===== src/rtl/imm_arb_ctrl.sv =====
// Round-robin arbiter and write sequencer for the 8-bit immediate register.
// Keeps a shadow copy of the register so that bit-clear writes are computed locally.
module imm_arb_ctrl (
   input  logic       clk,
   input  logic       rst_n,
   input  logic       dec_req,
   input  logic       dec_op,
   input  logic [7:0] dec_data,
   input  logic [2:0] dec_bit,
   output logic       dec_gnt,
   input  logic       dbg_req,
   input  logic       dbg_op,
   input  logic [7:0] dbg_data,
   input  logic [2:0] dbg_bit,
   output logic       dbg_gnt,
   input  logic       dbg_lock,
   output logic       imm_en_n,
   output logic [7:0] imm_data,
   output logic [2:0] imm_clear,
   output logic [7:0] shadow,
   output logic       done,
   output logic       busy,
   output logic [7:0] op_count
);

   localparam logic [1:0] IDLE   = 2'd0;
   localparam logic [1:0] WRITE  = 2'd1;
   localparam logic [1:0] SETTLE = 2'd2;

   localparam logic OP_LOAD = 1'b0;

   logic [1:0] state_q,     state_d;
   logic       last_dbg_q,  last_dbg_d;
   logic       imm_en_n_q,  imm_en_n_d;
   logic [7:0] imm_data_q,  imm_data_d;
   logic [2:0] imm_clear_q, imm_clear_d;
   logic       dec_gnt_q,   dec_gnt_d;
   logic       dbg_gnt_q,   dbg_gnt_d;
   logic       done_q,      done_d;
   logic       busy_q,      busy_d;
   logic [7:0] shadow_q,    shadow_d;
   logic [7:0] op_count_q,  op_count_d;

   logic       dec_vld;
   logic       any_req;
   logic       pick_dbg;
   logic       win_op;
   logic [7:0] win_data;
   logic [2:0] win_bit;

   // dbg_lock masks the decoder; on a tie the side that lost last time wins.
   always_comb begin
      dec_vld  = dec_req & ~dbg_lock;
      any_req  = dec_vld | dbg_req;
      pick_dbg = dbg_req & (~dec_vld | ~last_dbg_q);
      win_op   = pick_dbg ? dbg_op   : dec_op;
      win_data = pick_dbg ? dbg_data : dec_data;
      win_bit  = pick_dbg ? dbg_bit  : dec_bit;
   end

   always_comb begin
      state_d     = state_q;
      last_dbg_d  = last_dbg_q;
      imm_en_n_d  = 1'b1;
      imm_data_d  = imm_data_q;
      imm_clear_d = imm_clear_q;
      dec_gnt_d   = 1'b0;
      dbg_gnt_d   = 1'b0;
      done_d      = 1'b0;
      shadow_d    = shadow_q;
      op_count_d  = op_count_q;
      case (state_q)
         IDLE: begin
            if (any_req) begin
               // The write value is formed here so it is registered for the WRITE cycle.
               state_d    = WRITE;
               last_dbg_d = pick_dbg;
               imm_en_n_d = 1'b0;
               dec_gnt_d  = ~pick_dbg;
               dbg_gnt_d  = pick_dbg;
               if (win_op == OP_LOAD) begin
                  imm_data_d  = win_data;
                  imm_clear_d = 3'd0;
               end else begin
                  imm_data_d  = shadow_q & ~(8'd1 << win_bit);
                  imm_clear_d = win_bit;
               end
            end
         end
         WRITE: begin
            state_d    = SETTLE;
            shadow_d   = imm_data_q;
            done_d     = 1'b1;
            op_count_d = op_count_q + 8'd1;
         end
         SETTLE: begin
            state_d = IDLE;
         end
         default: begin
            state_d = IDLE;
         end
      endcase
      busy_d = (state_d != IDLE);
   end

   always_ff @(posedge clk or negedge rst_n) begin
      if (!rst_n) begin
         state_q     <= IDLE;
         last_dbg_q  <= 1'b1;
         imm_en_n_q  <= 1'b1;
         imm_data_q  <= 8'd0;
         imm_clear_q <= 3'd0;
         dec_gnt_q   <= 1'b0;
         dbg_gnt_q   <= 1'b0;
         done_q      <= 1'b0;
         busy_q      <= 1'b0;
         shadow_q    <= 8'd0;
         op_count_q  <= 8'd0;
      end else begin
         state_q     <= state_d;
         last_dbg_q  <= last_dbg_d;
         imm_en_n_q  <= imm_en_n_d;
         imm_data_q  <= imm_data_d;
         imm_clear_q <= imm_clear_d;
         dec_gnt_q   <= dec_gnt_d;
         dbg_gnt_q   <= dbg_gnt_d;
         done_q      <= done_d;
         busy_q      <= busy_d;
         shadow_q    <= shadow_d;
         op_count_q  <= op_count_d;
      end
   end

   assign imm_en_n  = imm_en_n_q;
   assign imm_data  = imm_data_q;
   assign imm_clear = imm_clear_q;
   assign dec_gnt   = dec_gnt_q;
   assign dbg_gnt   = dbg_gnt_q;
   assign done      = done_q;
   assign busy      = busy_q;
   assign shadow    = shadow_q;
   assign op_count  = op_count_q;

endmodule

===== config.mk =====
export PLATFORM = sky130hd
export DESIGN_NAME = imm_arb_ctrl
export DESIGN_NICKNAME = d
export VERILOG_FILES = /design/src/rtl/imm_arb_ctrl.sv
export SDC_FILE = /design/constraint.sdc
export NUM_CORES = 1
export LEC_CHECK = 0
export CAP_MARGIN = 20
export CORE_ASPECT_RATIO = 1.25
export CORE_MARGIN = 3
export CORE_UTILIZATION = 39
export DETAILED_ROUTE_END_ITERATION = 8
export HOLD_SLACK_MARGIN = 0.12
export PLACE_DENSITY = 0.75
export RECOVER_POWER = 50
export SETUP_SLACK_MARGIN = 0.2
export SYNTH_ARGS = -nofsm -noshare
export SYNTH_HDL_FRONTEND = slang
export SYNTH_SLANG_ARGS = --single-unit

===== constraint.sdc =====
create_clock -name clk -period 1.4 [get_ports clk]
set_input_delay 0.14 -clock clk [delete_from_list [all_inputs] [get_ports clk]]
set_output_delay 0.14 -clock clk [all_outputs]
set_load 0.005 [all_outputs]

==> results of run 1 <==
[layout by cell type (no fill, tap or decap), types with 2 or more instances in the layout]
cell / n
a21oi_4: 2
a221oi_1: 2
a221oi_2: 6
buf_4: 46
buf_6: 12
clkbuf_8: 6
clkdlybuf4s50_1: 25
dfrtp_1: 30
dfrtp_2: 2
dfstp_2: 2
dlygate4sd2_1: 34
inv_1: 2
mux2_4: 9
nand2_1: 8
nand3_4: 3
nand4_1: 2
nor2_1: 8
nor2_4: 3
nor3_1: 5
nor4b_2: 3
o21ai_2: 2
o21ai_4: 2
o32ai_1: 3
o32ai_2: 4
o41ai_1: 3
o41ai_4: 2
xnor2_1: 3
xnor2_2: 3
[final timing paths]
kind | to | startpoint | cells past startpoint | slack (ns)
max in group asynchronous | done | rst_n | 2 | 0.31
min reg2reg | imm_clear[2] | imm_clear[2] | 2 | 0.49
min | imm_clear[2] | imm_clear[2] | 2 | 0.49
max reg2reg | imm_data[4] | last_dbg_q | 5 | -0.18
min in group asynchronous | imm_data[4] | rst_n | 2 | 0.50
max | imm_data[4] | last_dbg_q | 5 | -0.18
[cell families (layout without fill, tap and decap cells)]
family / after synthesis / count (layout) / share of synthesized area
AOI/OAI and AO/OA: 35 / 35 / 0.173
xor gates and xnor gates: 7 / 7 / 0.0375
adders and majority gates: 1 / 1 / 0.00766
buffers and inverters: 12 / 131 / 0.0368
DFF: 34 / 34 / 0.523
muxes: 10 / 10 / 0.0682
and+or+nand+nor: 45 / 45 / 0.154
[metrics by stage]
stage	std cells	power [uW]	setup TNS (ns)	cell area (um2)
2_1_floorplan	144	2840	0	1700
3_3_place_gp	279	4210	-2.86	2540
3_5_place_dp	279	4300	-3.64	2540
4_1_cts	313	5520	-0.897	2930
5_1_grt	317	6310	-2.34	3140
6_report	317	5990	-1.46	3140
[cell type report]
cell class	count	area [um2]	area share
tap	54	67.6	0.0215
multi-input combinational	98	1040	0.333
inverter	4	20.0	0.00638
sequential	34	856	0.273
clock buffer	7	86.3	0.0275
timing repair buffer	120	1060	0.339
[timing repair]
item,4_1_cts,5_1_grt
resized for setup,66,32
pin swaps,10,17
setup buffers,27,4
setup endpoints to repair,62,31
hold endpoints to repair,0,0
[critical path, stage by stage (launching register included)]
cell	delay [ns]
dfstp_2	0.56
nand3b_1	0.20
nand2_2	0.21
buf_6	0.14
o41ai_4	0.06
o32ai_2	0.30
[layer usage]
layer,vias to the layer above,track usage
met3,19,0.0672
met2,90,0.440
met4,0,0.140
met1,920,0.273
met5,-,0
li1,793,-
[registers in the layout (all words and copies together), names as in the netlist]
signal / count
op_count: 8
imm_clear: 3
shadow: 8
imm_en_n: 1
dbg_gnt: 1
imm_data: 8
state_q: 1
done: 1
dec_gnt: 1
last_dbg_q: 1
busy: 1
[power breakdown]
part           total, uW  internal [uW]  switching [uW]
clock network        725            390             335
registers           1770           1460             306
logic               3490           1980            1510
==> out/qor.txt, run 1 <==
Startpoint types: register
RSZ-0062 raised after global routing: yes
GRT Total Usage: 0.252
Ranking of synthesized cells by area: dfrtp_1 (49%), mux2_1 (6.2%), a221oi_1 (4.3%)
Htree depth: 2
Initial antenna violation count: 0
Horiz. Die Dim: 63.9 um
Port bufs: 60
# setup viols final: 12
Drt pass-1 iters: 4
Layout cells sized above 1: 0.460
Iteration-0 DRC Markers: 102
Met1 Routed Length: 2410 um
Status: finished with violations
Worst-skew pair later-pin latency: 0.28 ns
Warnings, synthesis: 0
Core area: 3910 um2
Max Fclk: 634 MHz
NumNets Final: 293
DR WL met2: 3460 um
Final WL: 6590 um
Via density: 5.75
Post-synthesis sequential area ratio: 0.523
Lkg Pwr: 0.00144 uW
Vias in the first global route: 1,961
DIE AREA: 5000 um2
DRC violations left: 0
Gate Count Post-Synth: 144
Final slew viol count: 0
CTS tree: yes
# diodes: 0
Per-cell routed wire length: 20.8 um
CTS Hold Bufs: 0
Max Used Layer: met4
Worst vdd ir: 1.77 mV
Post-synth top cells: dfrtp_1 (32), nor2_1 (10), mux2_1 (9), nand2_1 (9), a221oi_1 (8)
Clk slew on worst S/H paths: 0.07 ns
I/O pin cnt: 61
WP data arrival: 1.76 ns
WP data required: 1.58 ns
Via count: 1,822
Area leader, netlist: dfrtp_1
Die H: 78.3 um
Global-route wire length before repair: 9540 um
Post-synthesis area per instance: 11.3 um2
Actual slew at the worst max-slew pin: 0.851 ns
Met3 wire len: 467 um
Routability cong.: 0.938
Worst slew margin: 0.433
Post-synthesis register bit count: 34
Post-synthesis cell area: 1630 um2
Post-synth top area share: 0.490
Critical path type: reg2reg
Max-Cap Viols: 0
Hold Path Class: reg2reg
Clock buffer depth: 2
Hold slack: 0.488 ns
Area grow syn2layout: 92.2%
Yosys cell types: 42
Skew final: 0.00456 ns
CTS sink count: 34
Post-place setup slack: -0.346 ns
Overflow after GRT: 0
Pwr Density: 1910 nW/um2
Row cnt: 25
Fillers: 239
TritonCTS buffer count: 5
Crit Path Max Fanout: 5
Final min period: 1.58 ns
Starting density of the core: 0.418
Post-route clock period utilization: 1.13
Most frequent cell after synthesis: dfrtp_1
Fin. Hold Viols: 0
Root Buffer Master: clkbuf_8
Post-route ant nets: 0
CP Capture Type: register
FFs w/ async S/R, synth: 1.00
Syn nets: 174
Worst Slack Setup Final: -0.177 ns
Top FF cell, synth: dfrtp_1
Hpwl dp: 3930 um
EDFF count, synth: 0
Pin count of the biggest net entering global routing: 35
Violated checks: setup timing
Layout Utilization: 0.803
Power figures use the tool's default switching activity.
==> inputs of run 2 (changes only) <==
Settings changed: CTS_CLUSTER_SIZE from default to 14.
==> results of run 2 <==
No change in the layout: final DEF, timing and power equal those of run 1.
